[src/rtl/segasys1_pkg.sv]
// Shared constants and IRQ FSM encoding for the SEGASYS1 sound-command mailbox.
package segasys1_pkg;

  localparam int unsigned DEPTH_LOG2_DEF = 2;
  localparam int unsigned IRQGAP_DEF     = 16;

  typedef enum logic [1:0] {
    IDLE   = 2'd0,
    ASSERT = 2'd1,
    GAP    = 2'd2
  } irq_state_e;

endpackage : segasys1_pkg

[src/rtl/segasys1_sndcmd_fifo_if.sv]
// Sound-command mailbox bus.
//   master: main-CPU/sound-CPU side (drives CMDWR, CMDDI, SNDRD)
//   slave : mailbox (drives SNDDO, SNDINT, CMDEMPTY, CMDFULL, CMDOVF, CMDCNT)
interface segasys1_sndcmd_fifo_if
  import segasys1_pkg::*;
#(
  parameter int unsigned DEPTH_LOG2 = DEPTH_LOG2_DEF
);

  logic                  CMDWR;
  logic [7:0]            CMDDI;
  logic                  SNDRD;
  logic [7:0]            SNDDO;
  logic                  SNDINT;
  logic                  CMDEMPTY;
  logic                  CMDFULL;
  logic                  CMDOVF;
  logic [DEPTH_LOG2:0]   CMDCNT;

  modport master (
    output CMDWR, CMDDI, SNDRD,
    input  SNDDO, SNDINT, CMDEMPTY, CMDFULL, CMDOVF, CMDCNT
  );

  modport slave (
    input  CMDWR, CMDDI, SNDRD,
    output SNDDO, SNDINT, CMDEMPTY, CMDFULL, CMDOVF, CMDCNT
  );

endinterface : segasys1_sndcmd_fifo_if

[src/rtl/segasys1_strobe_edge.sv]
// Registered level-to-pulse detector.
//   clk, rst : clock, synchronous active-high reset
//   level    : strobe level input
//   rise_c   : one-cycle pulse on 0->1 (combinational from level and register)
//   fall_c   : one-cycle pulse on 1->0 (combinational from level and register)
module segasys1_strobe_edge (
  input  logic clk,
  input  logic rst,
  input  logic level,
  output logic rise_c,
  output logic fall_c
);

  logic level_q;
  logic level_d;

  assign level_d = level;

  // Cleared in reset so a strobe already high at release reads as a rising edge.
  always_ff @(posedge clk) begin
    if (rst) level_q <= 1'b0;
    else     level_q <= level_d;
  end

  assign rise_c = level & ~level_q;
  assign fall_c = ~level & level_q;

endmodule : segasys1_strobe_edge

[src/rtl/segasys1_sndcmd_fifo.sv]
// Sound-command mailbox: queues main-CPU command writes and raises SNDINT to
// the sound CPU while commands are pending; each sound-CPU latch read dequeues.
//   CLK48M : sole clock
//   RESET  : synchronous active-high reset
//   bus    : slave side of segasys1_sndcmd_fifo_if (strobes in, data/flags out)
module segasys1_sndcmd_fifo
  import segasys1_pkg::*;
#(
  parameter int unsigned DEPTH_LOG2 = DEPTH_LOG2_DEF,
  parameter int unsigned IRQGAP     = IRQGAP_DEF
) (
  input  logic                   CLK48M,
  input  logic                   RESET,
  segasys1_sndcmd_fifo_if.slave  bus
);

  localparam int unsigned DEPTH = 1 << DEPTH_LOG2;
  localparam int unsigned PW    = DEPTH_LOG2;
  localparam int unsigned CW    = DEPTH_LOG2 + 1;
  localparam int unsigned GW    = (IRQGAP > 2) ? $clog2(IRQGAP) : 1;

  logic push_c, pop_c;
  logic wr_fall_c, rd_rise_c;
  logic push_ok_c, pop_ok_c;

  logic [PW-1:0] wptr_q, wptr_d;
  logic [PW-1:0] rptr_q, rptr_d;
  logic [CW-1:0] cnt_q, cnt_d;
  logic [7:0]    mem_q [DEPTH];
  logic [7:0]    mem_d [DEPTH];
  logic          ovf_q, ovf_d;
  logic          empty_q, empty_d;
  logic          full_q, full_d;
  logic [7:0]    snddo_q, snddo_d;

  irq_state_e    state_q;
  logic [GW-1:0] gcnt_q;
  logic          sndint_q;

  // Write strobe acts on its rising edge, read strobe on its falling edge so
  // SNDDO stays stable for the whole read cycle.
  segasys1_strobe_edge u_wr_edge (
    .clk    (CLK48M),
    .rst    (RESET),
    .level  (bus.CMDWR),
    .rise_c (push_c),
    .fall_c (wr_fall_c)
  );

  segasys1_strobe_edge u_rd_edge (
    .clk    (CLK48M),
    .rst    (RESET),
    .level  (bus.SNDRD),
    .rise_c (rd_rise_c),
    .fall_c (pop_c)
  );

  logic unused_edges_c;
  assign unused_edges_c = &{1'b0, wr_fall_c, rd_rise_c};

  // A pop frees a slot in the same cycle, so a push into a full FIFO with a
  // simultaneous pop is still accepted.
  assign pop_ok_c  = pop_c && (cnt_q != '0);
  assign push_ok_c = push_c && ((cnt_q != CW'(DEPTH)) || pop_ok_c);

  // FIFO next-state
  always_comb begin
    wptr_d = wptr_q;
    rptr_d = rptr_q;
    cnt_d  = cnt_q;
    ovf_d  = ovf_q;
    mem_d  = mem_q;

    if (push_ok_c) begin
      mem_d[wptr_q] = bus.CMDDI;
      wptr_d        = PW'(wptr_q + PW'(1));
    end else if (push_c) begin
      ovf_d = 1'b1;
    end

    if (pop_ok_c) rptr_d = PW'(rptr_q + PW'(1));

    case ({push_ok_c, pop_ok_c})
      2'b10:   cnt_d = CW'(cnt_q + CW'(1));
      2'b01:   cnt_d = CW'(cnt_q - CW'(1));
      default: cnt_d = cnt_q;
    endcase

    empty_d = (cnt_d == '0);
    full_d  = (cnt_d == CW'(DEPTH));
    snddo_d = empty_d ? 8'h00 : mem_d[rptr_d];
  end

  // FIFO control/status registers
  always_ff @(posedge CLK48M) begin
    if (RESET) begin
      wptr_q  <= '0;
      rptr_q  <= '0;
      cnt_q   <= '0;
      ovf_q   <= 1'b0;
      empty_q <= 1'b1;
      full_q  <= 1'b0;
      snddo_q <= 8'h00;
    end else begin
      wptr_q  <= wptr_d;
      rptr_q  <= rptr_d;
      cnt_q   <= cnt_d;
      ovf_q   <= ovf_d;
      empty_q <= empty_d;
      full_q  <= full_d;
      snddo_q <= snddo_d;
    end
  end

  // Storage array; contents are don't-care once the pointers are reset.
  always_ff @(posedge CLK48M) begin
    mem_q <= mem_d;
  end

  // IRQ FSM: an accepted pop from any state opens a fresh low gap.
  always_ff @(posedge CLK48M) begin
    if (RESET) begin
      state_q  <= IDLE;
      gcnt_q   <= '0;
      sndint_q <= 1'b0;
    end else if (pop_ok_c) begin
      state_q  <= GAP;
      gcnt_q   <= GW'(IRQGAP - 1);
      sndint_q <= 1'b0;
    end else begin
      case (state_q)
        IDLE: begin
          if (cnt_q != '0) begin
            state_q  <= ASSERT;
            sndint_q <= 1'b1;
          end
        end
        ASSERT: begin
          sndint_q <= 1'b1;
        end
        GAP: begin
          if (gcnt_q == '0) state_q <= IDLE;
          else              gcnt_q  <= GW'(gcnt_q - GW'(1));
        end
        default: begin
          state_q  <= IDLE;
          sndint_q <= 1'b0;
        end
      endcase
    end
  end

  assign bus.SNDDO    = snddo_q;
  assign bus.SNDINT   = sndint_q;
  assign bus.CMDEMPTY = empty_q;
  assign bus.CMDFULL  = full_q;
  assign bus.CMDOVF   = ovf_q;
  assign bus.CMDCNT   = cnt_q;

endmodule : segasys1_sndcmd_fifo

[src/flat_wrapper.sv]
// flat-port wrapper written by rule: the top's interface ports become plain ports
module segasys1_sndcmd_fifo_flat import segasys1_pkg::*;
#(
  parameter int unsigned DEPTH_LOG2 = DEPTH_LOG2_DEF,
  parameter int unsigned IRQGAP     = IRQGAP_DEF
)
  (CLK48M, RESET, bus_CMDWR, bus_CMDDI, bus_SNDRD, bus_SNDDO, bus_SNDINT, bus_CMDEMPTY, bus_CMDFULL, bus_CMDOVF, bus_CMDCNT);
  segasys1_sndcmd_fifo_if #(.DEPTH_LOG2(DEPTH_LOG2)) bus_i ();
  input  logic CLK48M;
  input  logic RESET;
  input wire logic [$bits(bus_i.CMDWR)-1:0] bus_CMDWR;
  input wire logic [$bits(bus_i.CMDDI)-1:0] bus_CMDDI;
  input wire logic [$bits(bus_i.SNDRD)-1:0] bus_SNDRD;
  output wire logic [$bits(bus_i.SNDDO)-1:0] bus_SNDDO;
  output wire logic [$bits(bus_i.SNDINT)-1:0] bus_SNDINT;
  output wire logic [$bits(bus_i.CMDEMPTY)-1:0] bus_CMDEMPTY;
  output wire logic [$bits(bus_i.CMDFULL)-1:0] bus_CMDFULL;
  output wire logic [$bits(bus_i.CMDOVF)-1:0] bus_CMDOVF;
  output wire logic [$bits(bus_i.CMDCNT)-1:0] bus_CMDCNT;
  assign bus_i.CMDWR = bus_CMDWR;
  assign bus_i.CMDDI = bus_CMDDI;
  assign bus_i.SNDRD = bus_SNDRD;
  assign bus_SNDDO = bus_i.SNDDO;
  assign bus_SNDINT = bus_i.SNDINT;
  assign bus_CMDEMPTY = bus_i.CMDEMPTY;
  assign bus_CMDFULL = bus_i.CMDFULL;
  assign bus_CMDOVF = bus_i.CMDOVF;
  assign bus_CMDCNT = bus_i.CMDCNT;
  segasys1_sndcmd_fifo #(.DEPTH_LOG2(DEPTH_LOG2), .IRQGAP(IRQGAP)) u_core (.CLK48M(CLK48M), .RESET(RESET), .bus(bus_i));
endmodule
[config.mk]
export PLATFORM = sky130hd
export DESIGN_NAME = segasys1_sndcmd_fifo_flat
export DESIGN_NICKNAME = d
export VERILOG_FILES = /design/src/rtl/segasys1_pkg.sv /design/src/rtl/segasys1_sndcmd_fifo_if.sv /design/src/rtl/segasys1_strobe_edge.sv /design/src/rtl/segasys1_sndcmd_fifo.sv /design/src/flat_wrapper.sv
export SDC_FILE = /design/constraint.sdc
export NUM_CORES = 1
export LEC_CHECK = 0
export CAP_MARGIN = 15
export CORE_MARGIN = 3
export CORE_UTILIZATION = 40
export DETAILED_ROUTE_END_ITERATION = 6
export GPL_TIMING_DRIVEN = 1
export HOLD_SLACK_MARGIN = 0.02
export SYNTH_ARGS = -nofsm -noshare
export SYNTH_HDL_FRONTEND = slang
export SYNTH_SLANG_ARGS = --single-unit
[constraint.sdc]
create_clock -name CLK48M -period 3.64 [get_ports CLK48M]
set_input_delay 0.728 -clock CLK48M [delete_from_list [all_inputs] [get_ports CLK48M]]
set_output_delay 0.728 -clock CLK48M [all_outputs]
set_load 0.1 [all_outputs]
==> impl_metrics.yaml, run 1 <==
place:
  gp_congestion: 0.741
  hpwlAfterDp_um: 3060
  place_area_mm2: 0.00282
  io_buffers: 26
timing:
  finalHoldViolations: 0
  worst_pin_slew_ns: 0.984
  finalMaxSlewViolations: 0
  rsz0062_at_grt: "no"
  hold_ws_ns: 0.459
  final.setup.tns_ns: 0
  period_needed_ns: 2.94
  slew_headroom: 0.342
  fmax_mhz: 340
  fin_crit_sh: 0.808
  fin_worst_skew_ns: 0.00762
  setup_viol: 0
synth:
  synth_xor_area_frac: 0.0310
  synth_top_family_by_area: "multiplexers"
  yosysWarnings: 0
  synth_nets: 212
  ys_seq_elements: 59
  syn_area_per_cell_um2: 12.7
  synth_mux_area_frac: 0.236
  yosysTopAreaCell: "dfxtp_1"
  synthTopCellsByArea: "dfxtp_1, mux2_2, mux4_1, o311ai_4, mux2_1"
  synth_compound_area_frac: 0.122
  synth_top_area_share: 0.480
  synthAdderAreaFrac: 0.0336
  synth_area_mm2: 0.00246
  yosys.area_share.simple: 0.0631
  synth_cells: 194
  synth_cell_types: 40
  ys_seq_area_frac: 0.480
setup_path:
  cpLargestDelayFamily: "compound AO/OA/AOI/OAI gates"
  crit_slowest_cell: "fa_1"
  critPathArrivalTime_ns: 3.14
  cp-start-kind: "primary input"
  critical_path_buf_inv_count: 2
  critPathCaptureType: "flop"
  cp.required_ns: 3.84
  path_cells: "clkdlybuf4s50_1, nand2b_1, nor3_1, inv_1, fa_1, nand2_1, a21boi_0, a22o_1, o21ai_2, a21boi_1"
  max_stage_delay_ns: 0.50
  path_max_fanout: 9
  path_class: "in2reg"
routing:
  via_count: 1558
  drt-wirelength-per-cell_um: 14.6
  remaining_drc_errors: 0
  firstDrtPassIters: 4
  totalWireLength_um: 4500
  drt-initial-drc-count: 74
  viasPerCell: 5.06
  drtAntennaViolNets: 0
clock_network:
  post_cts_resized: 0
  insertion_delay_ns: 0.33
  cts_inserted_buffers: 9
  clockBufferDepth: 2
  htreeDepth: 3
  post_cts.repair.setup_buffers: 0
  cts_tree: "built"
  path_clk_slew_ns: 0.06
  cts_hold_buf: 0
  cts_root_buf: "clkbuf_8"
  cts.sinks: 59
power_and_ir_drop:
  p_seq_frac: 0.423
  p_comb_frac: 0.293
  ir_drop_mv: 0.336
  power_mw: 2.02
  power.leakage_nw: 1.21
  p_switching_uw: 641
  switching_share: 0.316
  power_density_mw_per_mm2: 673
  pwr-share-clk: 0.284
  internal_power_mw: 1.38
layout:
  layout.nets: 249
  diodes: 0
  layout-drive-gt1-share: 0.229
  areaGrowthSynthToFinish_pct: 22.4
  final_util: 0.527
  stdcell_area_mm2: 0.00301
worst_hold_path:
  hold_class: "reg2reg"
grt:
  gr-usage-all-layers: 0.139
  grt-ovfl-total: 0
  grt_pass1_vias: 1521
  grt_max_degree: 19
  antenna_found_initial: 0
  grt_pass1_wl_um: 7600
die:
  core_mm2: 0.00571
  rows: 27
  dieArea_mm2: 0.00712
  top_level_ports: 27
  fp.dieH_um: 84.4
  initial_utilization: 0.431
  die_x_um: 84.4
run:
  cap_violations: 0
run_status:
  status: "finished, final reports clean"
==> per-stage QoR <==
step	std cells	setup slack [ns]
2_1_floorplan	194	0.643
3_3_place_gp	292	0.352
3_5_place_dp	292	0.357
4_1_cts	308	0.704
5_1_grt	308	0.492
6_report	308	0.699
==> metal layers <==
layer / vias to the layer above / share of wire / track usage
met5: - / 0 / 0
met4: 0 / 0.019 / 0.0820
met3: 11 / 0.048 / 0.0412
met2: 23 / 0.46 / 0.206
met1: 747 / 0.48 / 0.181
li1: 777 / - / -
==> Yosys cell counts, drive strengths merged <==
| library cell | n |
|---|---|
| xor2 | 2 |
| ha | 5 |
| buf | 4 |
| dfxtp | 59 |
| xnor2 | 5 |
| nor2 | 13 |
| or3 | 1 |
| a21oi | 7 |
| mux2 | 32 |
| o31a | 1 |
| mux2i | 1 |
| nand2b | 1 |
| fa | 1 |
| a211oi | 2 |
| a22oi | 1 |
| nor2b | 5 |
| nand2 | 5 |
| inv | 12 |
| clkbuf | 2 |
| mux4 | 8 |
| o311a | 1 |
| a22o | 1 |
| a21boi | 9 |
| and2 | 1 |
| a2111oi | 1 |
| a41oi | 1 |
| a41o | 1 |
| or2 | 1 |
| nor3 | 4 |
| o21ai | 2 |
| and3 | 1 |
| o311ai | 4 |
==> layout by cell type, fill, tap and decap left out, drive strengths merged <==
cell / count
dfxtp: 59
a21boi: 9
a22oi: 1
ha: 5
mux2i: 1
o311ai: 4
o311a: 1
o31a: 1
and2: 1
or3: 1
clkdlybuf4s50: 26
xor2: 2
a41o: 1
a211oi: 2
or2: 1
a22o: 1
a41oi: 1
clkbuf: 11
inv: 12
buf: 6
o21ai: 2
and3: 1
clkinvlp: 1
a21oi: 7
nor3: 4
xnor2: 5
fa: 1
nor2b: 5
nand2b: 1
nor2: 13
mux4: 8
nand2: 5
mux2: 32
a2111oi: 1
bufinv: 1
clkinv: 3
==> power by group through the flow <==
stage                     clock, mW  sequential [mW]  combinational (mW)
after floorplan                   0             1.05               0.288
after global placement            0            0.867               0.588
after detailed placement          0            0.870               0.598
after CTS                     0.590            0.857               0.601
after global routing          0.621            0.871               0.640
final                         0.574            0.856               0.594
==> cell type report <==
| class | instances | area (µm²) |
|---|---|---|
| inverters | 12 | 45.0 |
| clock inverters | 5 | 52.6 |
| well taps | 72 | 90.1 |
| flip-flops and latches | 59 | 1180 |
| repair buffers | 32 | 305 |
| clock buffers | 11 | 141 |
| multi-input cells | 117 | 1190 |
| fillers | 504 | 2700 |
==> logic make-up after synthesis <==
logic type,after synthesis
adders and majority gates,6
xor gates and xnor gates,7
AOI/OAI and AO/OA,31
muxes,41
DFF,59
buffers and inverters,18
and+or+nand+nor,32
==> flip-flops by register name, summed over array words and instances, names as in the netlist <==
name,cells
u_core.state_q,2
u_core.bus.CMDCNT,3
u_core.u_rd_edge.level_q,1
u_core.rptr_q,2
u_core.mem_q,32
u_core.u_wr_edge.level_q,1
u_core.wptr_q,2
u_core.bus.SNDINT,1
u_core.bus.CMDFULL,1
u_core.bus.CMDOVF,1
u_core.bus.CMDEMPTY,1
u_core.gcnt_q,4
u_core.bus.SNDDO,8
==> worst paths after layout <==
path / startpoint / end / slack (ns) / cells after the start
setup / recovery: bus_SNDRD / u_core.bus.SNDDO[5] / 0.70 / 10
hold / removal: u_core.mem_q[9] / u_core.mem_q[9] / 0.46 / 1
setup reg to reg: u_core.bus.CMDCNT[1] / u_core.bus.SNDDO[7] / 1.14 / 5
hold reg to reg: u_core.mem_q[9] / u_core.mem_q[9] / 0.46 / 1
No activity file was read; power rests on OpenSTA's default activity.
==> run 2, diff against run 1 <==
==> constraint.sdc (replaced) <==
create_clock -name CLK48M -period 2.8 [get_ports CLK48M]
set_input_delay 0.56 -clock CLK48M [delete_from_list [all_inputs] [get_ports CLK48M]]
set_output_delay 0.56 -clock CLK48M [all_outputs]
set_load 0.1 [all_outputs]
==> run 2 against run 1 <==
Compared with the run above:
- register-to-register slack got worse by 0.66 ns
- worst setup slack got worse by 0.50 ns
- sequential power rose by 31%
- clock skew fell by 0.00083 ns
- final area rose by 1.8%
- critical endpoint is now u_core.bus.SNDDO[4]
- largest power group unchanged
==> impl_metrics.yaml, run 2 (synthesis gave the netlist of run 1 again) <==
run_status:
  status: "finished, final reports clean"
clock_network:
  insertion_delay_ns: 0.33
  cts_hold_buf: 0
  clockBufferDepth: 2
  post_cts_resized: 0
  cts_tree: "built"
  path_clk_slew_ns: 0.07
  htreeDepth: 3
  cts.sinks: 59
  post_cts.repair.setup_buffers: 0
  cts_root_buf: "clkbuf_8"
  cts_inserted_buffers: 9
routing:
  firstDrtPassIters: 4
  drtAntennaViolNets: 0
  totalWireLength_um: 4620
  remaining_drc_errors: 0
  viasPerCell: 5.02
  via_count: 1595
  drt-wirelength-per-cell_um: 14.5
  drt-initial-drc-count: 45
grt:
  grt_max_degree: 16
  antenna_found_initial: 0
  grt_pass1_vias: 1656
  gr-usage-all-layers: 0.145
  grt-ovfl-total: 0
  grt_pass1_wl_um: 7890
timing:
  worst_pin_slew_ns: 0.643
  final.setup.tns_ns: 0
  period_needed_ns: 2.60
  fin_worst_skew_ns: 0.00679
  finalMaxSlewViolations: 0
  slew_headroom: 0.569
  fin_crit_sh: 0.929
  setup_viol: 0
  rsz0062_at_grt: "no"
  finalHoldViolations: 0
  layout_setup_ws_ns: 0.200
  fmax_mhz: 385
setup_path:
  critPathArrivalTime_ns: 2.82
  critPathCaptureType: "flop"
  path_max_fanout: 9
  r2r_end: "u_core.bus.SNDDO[4]"
  regToRegSetupSlack_ns: 0.48
  reg2reg_depth: 6
  r2r-start: "u_core.bus.CMDCNT[1]"
  cp-start-kind: "primary input"
  cp.required_ns: 3.02
  setup.worst_path.start: "bus_SNDRD"
  path_class: "in2reg"
layout:
  diodes: 0
  largest_reg_flops: 32
  areaGrowthSynthToFinish_pct: 24.6
  seq_area_mm2: 0.00118
  final_common_cell: "dfxtp_1"
  final_cell_count_no_fill: 318
  multiInputGateArea_mm2: 0.00119
  final_cell_mix: "dfxtp_1, buf_4, mux2_2"
  fill_cells: 524
  layout.nets: 259
  layout-drive-gt1-share: 0.337
  top_register: "u_core.mem_q"
worst_hold_path:
  hold_class: "reg2reg"
  hold_end: "u_core.state_q[0]"
  holdPathStages: 1
  hp-start: "u_core.state_q[1]"
power_and_ir_drop:
  p_comb_frac: 0.304
  power_density_mw_per_mm2: 832
  ir_drop_mv: 0.395
  switching_share: 0.337
  internal_power_mw: 1.69
  p_switching_uw: 859
  power_mw: 2.55
  pwr-share-clk: 0.258
  p_seq_frac: 0.438
  power.leakage_nw: 1.29
place:
  post-place-cells: 302
  hpwlAfterDp_um: 3240
  gp_congestion: 0.736
  dpl_worst_slack_ns: -0.147
  io_buffers: 26
run:
  cap_violations: 0
die:
  rows: 27
  die_x_um: 84.4
  initial_utilization: 0.431
  core_mm2: 0.00571
  top_level_ports: 27
  fp.dieH_um: 84.4
  dieArea_mm2: 0.00712
run 2: worst max-delay path, stage by stage:
cell and delay [ns]:
clkdlybuf4s50_1 0.43, nand2b_1 0.18, nor3_1 0.26, inv_1 0.08
fa_1 0.50, nand2_1 0.08, a21boi_0 0.13, a22o_1 0.21
o21ai_2 0.14, buf_4 0.18, a21boi_1 0.08
run 2: metal layers:
| layer | vias to the layer above | GRT usage | part of all wire |
|---|---|---|---|
| li1 | 797 | - | - |
| met1 | 757 | 0.174 | 0.46 |
| met2 | 33 | 0.223 | 0.47 |
| met3 | 8 | 0.0471 | 0.051 |
| met4 | 0 | 0.0906 | 0.022 |
| met5 | - | 0 | 0 |
run 2: how the worst max path moves through the flow:
| stage | slack, ns | cells past startpoint | end |
|---|---|---|---|
| 2_1_floorplan | 0.13 | 10 | u_core.bus.SNDDO[0] |
| 4_1_cts | 0.20 | 11 | u_core.bus.SNDDO[0] |
| 3_5_place_dp | -0.15 | 11 | u_core.bus.SNDDO[0] |
| 3_3_place_gp | -0.09 | 11 | u_core.bus.SNDDO[0] |
| 6_report | 0.20 | 11 | u_core.bus.SNDDO[4] |
| 5_1_grt | 0.02 | 11 | u_core.bus.SNDDO[0] |
run 2: cell type report:
| type | instances | share of cell area |
|---|---|---|
| multi-input cells | 117 | 0.390 |
| repair buffers | 42 | 0.124 |
| well taps | 72 | 0.0294 |
| flip-flops and latches | 59 | 0.387 |
| clock inverters | 7 | 0.0147 |
| inverters | 12 | 0.0147 |
| clock buffers | 9 | 0.0404 |
run 2: power by group through the flow:
stage | registers [mW] | logic [mW] | clock network (mW)
after floorplan | 1.37 | 0.374 | 0
after global placement | 1.13 | 0.773 | 0
after detailed placement | 1.14 | 0.782 | 0
after CTS | 1.12 | 0.784 | 0.680
after global routing | 1.14 | 0.833 | 0.726
final | 1.12 | 0.775 | 0.657
run 2: through the flow:
step	util	cell area, µm²	hold slack, ns
3_5_place_dp	0.507	2890	0.442
2_1_floorplan	-	2460	0.417
4_1_cts	0.536	3060	0.453
3_3_place_gp	0.507	2890	0.442
5_1_grt	0.536	3060	0.475
6_report	0.536	3060	0.456
==> run 3, diff against run 2 <==
--- a/config.mk
+++ b/config.mk
@@ -6,7 +6,6 @@
 export NUM_CORES = 1
 export LEC_CHECK = 0
 export CAP_MARGIN = 15
-export CORE_MARGIN = 3
 export CORE_UTILIZATION = 40
 export DETAILED_ROUTE_END_ITERATION = 6
 export GPL_TIMING_DRIVEN = 1
==> run 3 against run 2 <==
Compared with the run above:
- clock skew increased by 0.0012 ns
- die area decreased by 9.3%
- sequential power about the same
- count of clock-buffer cells in the layout unchanged
- clock power increased by 18%
- final area increased by 1.6%
==> impl_metrics.yaml, run 3 (synthesis gave the netlist of run 1 again) <==
die:
  dieArea_mm2: 0.00646
  initial_utilization: 0.415
  core_mm2: 0.00592
  fp.dieH_um: 80.4
  die_x_um: 80.4
  rows: 28
  top_level_ports: 27
layout:
  top_register: "u_core.mem_q"
  stdcell_area_mm2: 0.00311
  multiInputGateArea_mm2: 0.00119
  final_common_cell: "dfxtp_1"
  largest_reg_flops: 32
  fill_cells: 539
  layout-drive-gt1-share: 0.337
  final_cell_count_no_fill: 321
  seq_area_mm2: 0.00118
  diodes: 0
  final_cell_mix: "dfxtp_1, buf_4, mux2_2"
  final_util: 0.526
  areaGrowthSynthToFinish_pct: 26.6
  layout.nets: 259
clock_network:
  cts.sinks: 59
  cts_hold_buf: 0
  post_cts_resized: 0
  cts_tree: "built"
  path_clk_slew_ns: 0.07
  cts_inserted_buffers: 9
  cts_root_buf: "clkbuf_8"
  htreeDepth: 3
  clockBufferDepth: 2
  post_cts.repair.setup_buffers: 0
  insertion_delay_ns: 0.34
routing:
  route.met2.wl_um: 2200
  drtAntennaViolNets: 0
  firstDrtPassIters: 4
  top_layer_used: "met4"
  wl_met3_um: 208
  via_count: 1555
  drt-wirelength-per-cell_um: 14.1
  viasPerCell: 4.84
  wl_met1_um: 2060
  drt-initial-drc-count: 35
  totalWireLength_um: 4530
  remaining_drc_errors: 0
grt:
  grt_pass1_wl_um: 7600
  gr-usage-all-layers: 0.165
  grt_max_degree: 14
  antenna_found_initial: 0
  grt-ovfl-total: 0
  grt_pass1_vias: 1578
setup_path:
  path_class: "in2reg"
  reg2reg_depth: 6
  cp.required_ns: 3.04
  max_stage_delay_ns: 0.44
  crit_slowest_cell: "fa_1"
  critPathCaptureType: "flop"
  path_max_fanout: 9
  path_cells: "clkdlybuf4s50_1, nand2b_1, nor3_1, inv_1, fa_1, nand2_1, a21boi_0, a22o_1, o21ai_2, buf_4, and2_1"
  regToRegSetupSlack_ns: 0.47
  cp-start-kind: "primary input"
  critPathArrivalTime_ns: 2.78
timing:
  hold_ws_ns: 0.461
  fmax_mhz: 395
  worst_pin_slew_ns: 0.718
  fin_crit_sh: 0.905
  setup_viol: 0
  slew_headroom: 0.519
  period_needed_ns: 2.53
  rsz0062_at_grt: "no"
  final.setup.tns_ns: 0
  finalMaxSlewViolations: 0
  layout_setup_ws_ns: 0.266
  fin_worst_skew_ns: 0.00800
  finalHoldViolations: 0
power_and_ir_drop:
  power_mw: 2.67
  ir_drop_mv: 0.467
  power.leakage_nw: 1.30
  power_density_mw_per_mm2: 857
place:
  dpl_worst_slack_ns: -0.0858
  io_buffers: 26
  post-place-cells: 305
  hpwlAfterDp_um: 3110
  place_area_mm2: 0.00291
  gp_congestion: 0.786
worst_hold_path:
  hold_class: "reg2reg"
  holdPathStages: 1
run:
  cap_violations: 0
run_status:
  status: "finished, final reports clean"
[run 3: cell count changes in the layout (fill, tap and decap cells not counted)]
| cell | before | now |
|---|---|---|
| bufinv_16 | 0 | 1 |
| buf_12 | 3 | 4 |
| buf_4 | 28 | 27 |
| clkinvlp_4 | 1 | 4 |
| clkinv_2 | 4 | 0 |
| inv_6 | 0 | 1 |
| clkinv_4 | 2 | 1 |
[run 3: critical path, delay by kind of cell]
kind                       cells  cell delay (ns)
adders and majority gates      1             0.44
AOI/OAI and AO/OA              3             0.42
buffers and inverters          3             0.68
and+or+nand+nor                4             0.65
[run 3: where the power goes]
part | internal [mW] | total, mW | switching (mW)
clock network | 0.414 | 0.776 | 0.362
logic | 0.321 | 0.775 | 0.454
registers | 1.05 | 1.12 | 0.0636
[run 3: layer usage]
layer,up-vias,track usage
li1,798,-
met5,-,0
met4,0,0.0643
met1,724,0.190
met3,7,0.0761
met2,26,0.266
[run 3: final timing paths]
path,startpoint,end
setup / recovery,bus_SNDRD,u_core.bus.CMDEMPTY
hold / removal,u_core.state_q[1],u_core.state_q[0]
setup reg to reg,u_core.bus.CMDCNT[1],u_core.bus.SNDDO[2]
hold reg to reg,u_core.state_q[1],u_core.state_q[0]
[run 3: area by class of cell]
type                    count  area share
clock inverters             7      0.0249
flip-flops and latches     59       0.381
clock buffers               9      0.0398
inverters                  12      0.0145
multi-input cells         117       0.384
well taps                  75      0.0302
repair buffers             42       0.126
